[src/rtl/div_share_ctrl.sv]
// Sequencer and two-way round-robin arbiter for a shared combinational divider.
// Handles signed fix-up, divide-by-zero and signed overflow, and holds operands for DIV_LATENCY cycles.
module div_share_ctrl #(
  parameter int WIDTH       = 64,
  parameter int DIV_LATENCY = 1    // legal range 1..15
) (
  input  logic             clk,
  input  logic             rst,

  input  logic             req0_valid,
  output logic             req0_ready,
  input  logic [WIDTH-1:0] req0_a,
  input  logic [WIDTH-1:0] req0_b,
  input  logic             req0_signed,
  output logic             rsp0_valid,
  input  logic             rsp0_ready,
  output logic [WIDTH-1:0] rsp0_quo,
  output logic [WIDTH-1:0] rsp0_rem,
  output logic             rsp0_dz,

  input  logic             req1_valid,
  output logic             req1_ready,
  input  logic [WIDTH-1:0] req1_a,
  input  logic [WIDTH-1:0] req1_b,
  input  logic             req1_signed,
  output logic             rsp1_valid,
  input  logic             rsp1_ready,
  output logic [WIDTH-1:0] rsp1_quo,
  output logic [WIDTH-1:0] rsp1_rem,
  output logic             rsp1_dz,

  output logic [WIDTH-1:0] div_a,
  output logic [WIDTH-1:0] div_b,
  input  logic [WIDTH-1:0] div_quo,
  input  logic [WIDTH-1:0] div_rem,

  output logic             busy
);

  typedef enum logic [1:0] {
    IDLE    = 2'd0,
    BUSY    = 2'd1,
    SPECIAL = 2'd2,
    DONE    = 2'd3
  } state_t;

  localparam logic [3:0]       CNT_LOAD = 4'(DIV_LATENCY - 1);
  localparam logic [WIDTH-1:0] MIN_VAL  = {1'b1, {(WIDTH-1){1'b0}}};
  localparam logic [WIDTH-1:0] ALL_ONES = {WIDTH{1'b1}};
  localparam logic [WIDTH-1:0] ZERO     = {WIDTH{1'b0}};

  state_t           state, state_next;
  logic             last_grant;
  logic             owner;
  logic             grant;
  logic             accept;
  logic             take;

  logic [WIDTH-1:0] sel_a, sel_b, mag_a, mag_b;
  logic             sel_signed, sel_neg_a, sel_neg_b, sel_special;

  logic [WIDTH-1:0] a_q;
  logic             zero_q;
  logic             quo_neg_q;
  logic             rem_neg_q;
  logic [3:0]       cnt_q;

  logic             res_load;
  logic [WIDTH-1:0] res_quo, res_rem;
  logic             res_dz;

  // Round-robin: a lone requester always wins; on a tie the one not granted last wins.
  // NOTE: every always_comb output gets a default first so no path can infer a latch.
  always_comb begin
    grant = 1'b0;
    if (req0_valid && req1_valid) grant = ~last_grant;
    else if (req1_valid)          grant = 1'b1;
  end

  assign req0_ready = (state == IDLE) && !grant;
  assign req1_ready = (state == IDLE) &&  grant;
  assign accept     = grant ? (req1_valid && req1_ready) : (req0_valid && req0_ready);

  always_comb begin
    sel_a       = grant ? req1_a      : req0_a;
    sel_b       = grant ? req1_b      : req0_b;
    sel_signed  = grant ? req1_signed : req0_signed;
    sel_neg_a   = sel_signed & sel_a[WIDTH-1];
    sel_neg_b   = sel_signed & sel_b[WIDTH-1];
    mag_a       = sel_neg_a ? (ZERO - sel_a) : sel_a;
    mag_b       = sel_neg_b ? (ZERO - sel_b) : sel_b;
    sel_special = (sel_b == ZERO) ||
                  (sel_signed && (sel_a == MIN_VAL) && (sel_b == ALL_ONES));
  end

  assign take       = (state == DONE) && (owner ? rsp1_ready : rsp0_ready);
  assign rsp0_valid = (state == DONE) && !owner;
  assign rsp1_valid = (state == DONE) &&  owner;
  assign busy       = (state != IDLE);

  // NOTE: sequential state uses non-blocking assignments so every register samples pre-edge values.
  always_ff @(posedge clk) begin
    if (rst) state <= IDLE;
    else     state <= state_next;
  end

  always_comb begin
    state_next = state;
    unique case (state)
      IDLE:    if (accept) state_next = sel_special ? SPECIAL : BUSY;
      BUSY:    if (cnt_q == 4'd0) state_next = DONE;
      SPECIAL: state_next = DONE;
      DONE:    if (take) state_next = IDLE;
      default: state_next = IDLE;
    endcase
  end

  // Result selection: special cases bypass the divider, otherwise undo the magnitude transform.
  always_comb begin
    res_load = 1'b0;
    res_quo  = ZERO;
    res_rem  = ZERO;
    res_dz   = 1'b0;
    if (state == SPECIAL) begin
      res_load = 1'b1;
      if (zero_q) begin
        res_quo = ALL_ONES;
        res_rem = a_q;
        res_dz  = 1'b1;
      end else begin
        res_quo = MIN_VAL;
      end
    end else if ((state == BUSY) && (cnt_q == 4'd0)) begin
      res_load = 1'b1;
      res_quo  = quo_neg_q ? (ZERO - div_quo) : div_quo;
      res_rem  = rem_neg_q ? (ZERO - div_rem) : div_rem;
    end
  end

  // Command capture and the divider operand hold window.
  always_ff @(posedge clk) begin
    if (rst) begin
      last_grant <= 1'b1;
      owner      <= 1'b0;
      a_q        <= ZERO;
      zero_q     <= 1'b0;
      quo_neg_q  <= 1'b0;
      rem_neg_q  <= 1'b0;
      cnt_q      <= 4'd0;
      div_a      <= ZERO;
      div_b      <= ZERO;
    end else if (accept) begin
      last_grant <= grant;
      owner      <= grant;
      a_q        <= sel_a;
      zero_q     <= (sel_b == ZERO);
      quo_neg_q  <= sel_neg_a ^ sel_neg_b;
      rem_neg_q  <= sel_neg_a;
      cnt_q      <= CNT_LOAD;
      if (!sel_special) begin
        div_a <= mag_a;
        div_b <= mag_b;
      end
    end else if (state == BUSY) begin
      if (cnt_q == 4'd0) begin
        div_a <= ZERO;
        div_b <= ZERO;
      end else begin
        cnt_q <= cnt_q - 4'd1;
      end
    end
  end

  // Per-requester response registers; only the owner's set is written.
  always_ff @(posedge clk) begin
    if (rst) begin
      rsp0_quo <= ZERO;
      rsp0_rem <= ZERO;
      rsp0_dz  <= 1'b0;
      rsp1_quo <= ZERO;
      rsp1_rem <= ZERO;
      rsp1_dz  <= 1'b0;
    end else if (res_load) begin
      if (owner) begin
        rsp1_quo <= res_quo;
        rsp1_rem <= res_rem;
        rsp1_dz  <= res_dz;
      end else begin
        rsp0_quo <= res_quo;
        rsp0_rem <= res_rem;
        rsp0_dz  <= res_dz;
      end
    end
  end

endmodule
[config.mk]
export PLATFORM = sky130hd
export DESIGN_NAME = div_share_ctrl
export DESIGN_NICKNAME = d
export VERILOG_FILES = /design/src/rtl/div_share_ctrl.sv
export SDC_FILE = /design/constraint.sdc
export NUM_CORES = 1
export LEC_CHECK = 0
export BUFFER_PORTS_ARGS = -buffer_cell sky130_fd_sc_hd__buf_4
export CAP_MARGIN = 40
export CELL_PAD_IN_SITES_DETAIL_PLACEMENT = 0
export CELL_PAD_IN_SITES_GLOBAL_PLACEMENT = 1
export CORE_AREA = 2 2 307 309
export CTS_CLUSTER_DIAMETER = 150
export DETAILED_ROUTE_END_ITERATION = 8
export DIE_AREA = 0 0 309 311
export HOLD_SLACK_MARGIN = 0.12
export PLACE_DENSITY_LB_ADDON = 0.1
export SYNTH_ARGS = -nofsm -noshare
export SYNTH_HDL_FRONTEND = slang
export SYNTH_SLANG_ARGS = --single-unit
[constraint.sdc]
create_clock -name clk -period 18.45 [get_ports clk]
set_input_delay 1.845 -clock clk [delete_from_list [all_inputs] [get_ports clk]]
set_output_delay 1.845 -clock clk [all_outputs]
set_load 0.03 [all_outputs]
==> impl_metrics.tcl <==
set metrics [dict create \
    postRouteAntennaNets 0 \
    rsz0062_at_grt "false" \
    gp_congestion 0.922 \
    grt_pass1_vias 27700 \
    switching_share 0.461 \
    hold_class "register to register" \
    cts_setup_buffers 0 \
    relSlewSlack 0.305 \
    ys_warn_count 0 \
    async_flop_share 0 \
    cpMostUsedCell "buf_4" \
    crit_arrival_ns 7.25 \
    antenna_found_initial 36 \
    start_util 0.286 \
    worstRegToRegCells 12 \
    hpwl_um 109000 \
    finalInstanceArea_mm2 0.0357 \
    period_share 0.364 \
    slew_viol_final 0 \
    switchingPower_mw 2.60 \
    synth_flop_cell "dfxtp_1" \
    synth_area_leaders "dfxtp_1 35%, mux2i_1 7.3%, nor2_1 5.2%" \
    fmax_ghz 0.149 \
    first_pass_iters 5 \
    hold_viol 0 \
    synth_cell_types 86 \
    clockPowerShare 0.223 \
    max_cap_violations 0 \
    yosysTopAreaCell "dfxtp_1" \
    drtIter0Drc 2269 \
    synth_edf_count 0 \
    worstSkewPairLatency_ns 0.66 \
    seqPwrFrac 0.282 \
    nNetsFinal 4348 \
    drc 0 \
    worstHoldPathCells 2 \
    numCtsBuffers 57 \
    path_cells "buf_4 -> a21bo_4 -> mux2i_1 -> ha_1 -> or4b_2 -> nor4_2 -> o211ai_1 -> or3_4 -> or4_1 -> buf_4 -> nand3_4 -> buf_4 -> mux2_2" \
    die_w_um 309 \
    reg2reg_to "div_a[13]" \
    ctsHoldBuffers 0 \
    crit_type "primary input to register" \
    setup_ws_ns 11.74 \
    p_int_mw 3.04 \
    synth_nets 3711 \
    worst_pin_slew_ns 1.04 \
    post_drt_wl_per_cell_um 27.1 \
    clock-sinks 461 \
    required_ns 18.99 \
    stdcell_count 5256 \
    fin_util 0.385 \
    crit_path_max_incr_delay_ns 0.62 \
    ys_seq_area_frac 0.347 \
    vdd_drop_max_mv 0.168 \
    total_power_mw 5.64 \
    period_minus_slack_ns 6.71 \
    hold_ws_ns 0.454 \
    regToRegSetupSlack_ns 12.67 \
    slowest_stage "or4b_2" \
    syn_avg_cell_area_um2 8.03 \
    h-tree-depth 2 \
    syn_to_final_growth_pct 34.4 \
    layout-drive-gt1-share 0.256 \
    port_buffers 782 \
    vias 28800 \
    cts_resized 0 \
    overflow 0 \
    worstPathMaxFanout 39 \
    syn_area_mm2 0.0266 \
    grt_first_pass_wirelength_um 202000 \
    worstHoldEndpoint "rsp1_dz" \
    grt_usage 0.283 \
    setup_viol 0 \
    row_count 112 \
    start_kind "primary input" \
    cts_buffer_depth 3 \
    post-place-cells 5138 \
    die_h_um 311 \
    p_per_area_mw_per_mm2 158 \
    post_dp_cell_area_mm2 0.0336 \
    fin_setup_tns_ns 0 \
    synth_top_area_share 0.347 \
    coreArea_mm2 0.0928 \
    dieArea_mm2 0.0961 \
    cts_tree "built" \
    cts-root-buf "clkbuf_16" \
    rr_startpoint "last_grant" \
    critPathTopFamily "simple AND/OR/NAND/NOR gates" \
    worstHoldStart "rsp1_dz" \
    leakage_nw 14.0 \
    grt_max_degree 208 \
    via_per_inst 5.48 \
    syn_inst 3307 \
    p_comb_frac 0.495 \
    clkTransAtPathRegs_ns 0.06 \
    ys_ff_latch 461 \
    cp_num_buf_inv 3 \
    num_io_pins 783 \
    worst_setup_path_end_kind "register" \
    clock_skew_ns 0.0230 \
    post-place-ws_ns 10.91 \
    drt-total-wl_um 143000 \
    status "completed" \
]
[state kept, by name (all words and copies together) (netlist names), 2 cells and up]
| name | flops |
|---|---|
| rsp0_quo | 64 |
| rsp1_rem | 64 |
| cnt_q | 4 |
| div_b | 64 |
| rsp1_quo | 64 |
| state | 2 |
| div_a | 64 |
| a_q | 64 |
| rsp0_rem | 64 |
[metal layers]
metal / vias up / GRT usage / wire length (µm)
met5: - / 0 / 298
met4: 50 / 0.0867 / 4620
li1: 13600 / - / -
met2: 1063 / 0.462 / 65600
met1: 13800 / 0.361 / 60600
met3: 233 / 0.0788 / 11400
[cell families after synthesis]
logic type / count (synthesis) / synth area share
buffers and inverters: 276 / 0.0436
multiplexers: 216 / 0.0824
AND/OR/NAND/NOR: 1212 / 0.219
XOR/XNOR: 212 / 0.0699
AO/OA/AOI/OAI: 918 / 0.232
adder cells (fa/ha/maj): 12 / 0.00565
flip-flops: 461 / 0.347
[cells in the mapped netlist, types with 71 or more instances]
cell type  instances
a211oi_1         156
a21oi_1          182
clkbuf_1         197
dfxtp_1          461
mux2i_1          194
nand2_1          321
nor2_1           366
nor3_1           138
nor4_1            73
o21ai_0          179
xnor2_1          141
xor2_1            71
[tightest hold or removal path, cell delays in order (launching register included)]
cell and delay (ns):
dfxtp_1 0.31, nand2_1 0.05, a21oi_1 0.05
[how the worst max path moves through the flow]
stage	start	end	slack, ns	cells past startpoint
finish	req1_valid	div_a[13]	11.74	13
global route	req1_valid	div_a[13]	11.36	14
CTS	req0_valid	div_a[14]	11.61	14
detailed placement	req0_valid	div_a[31]	10.91	14
global placement	req0_valid	div_a[13]	10.98	14
floorplan	req1_valid	div_a[32]	11.37	20
[final cells by class]
| class | instances | area, µm² |
|---|---|---|
| fill | 9821 | 57100 |
| multi-input combinational | 2570 | 16300 |
| sequential | 461 | 9230 |
| timing repair buffer | 839 | 6430 |
| clock buffer | 76 | 1600 |
| tap | 1254 | 1570 |
| clock inverter | 30 | 463 |
| inverter | 15 | 58.8 |
| antenna | 11 | 27.5 |
[power by group through the flow]
stage / clock network [mW] / registers [mW] / logic, mW
after global placement: 0 / 1.61 / 2.79
after detailed placement: 0 / 1.60 / 2.81
after CTS: 1.29 / 1.59 / 2.81
after floorplan: 0 / 2.09 / 1.16
final: 1.26 / 1.59 / 2.79
after global routing: 1.33 / 1.63 / 2.98
[layout by cell type, fill, tap and decap left out, drive strengths merged, types with 138 or more instances in the layout]
| master | count |
|---|---|
| dfxtp | 461 |
| a211oi | 156 |
| buf | 838 |
| a21oi | 182 |
| o21ai | 182 |
| xnor2 | 141 |
| nand2 | 321 |
| nor2 | 366 |
| nor3 | 138 |
| mux2i | 194 |
Note: power is estimated with default switching activity, not from simulation.
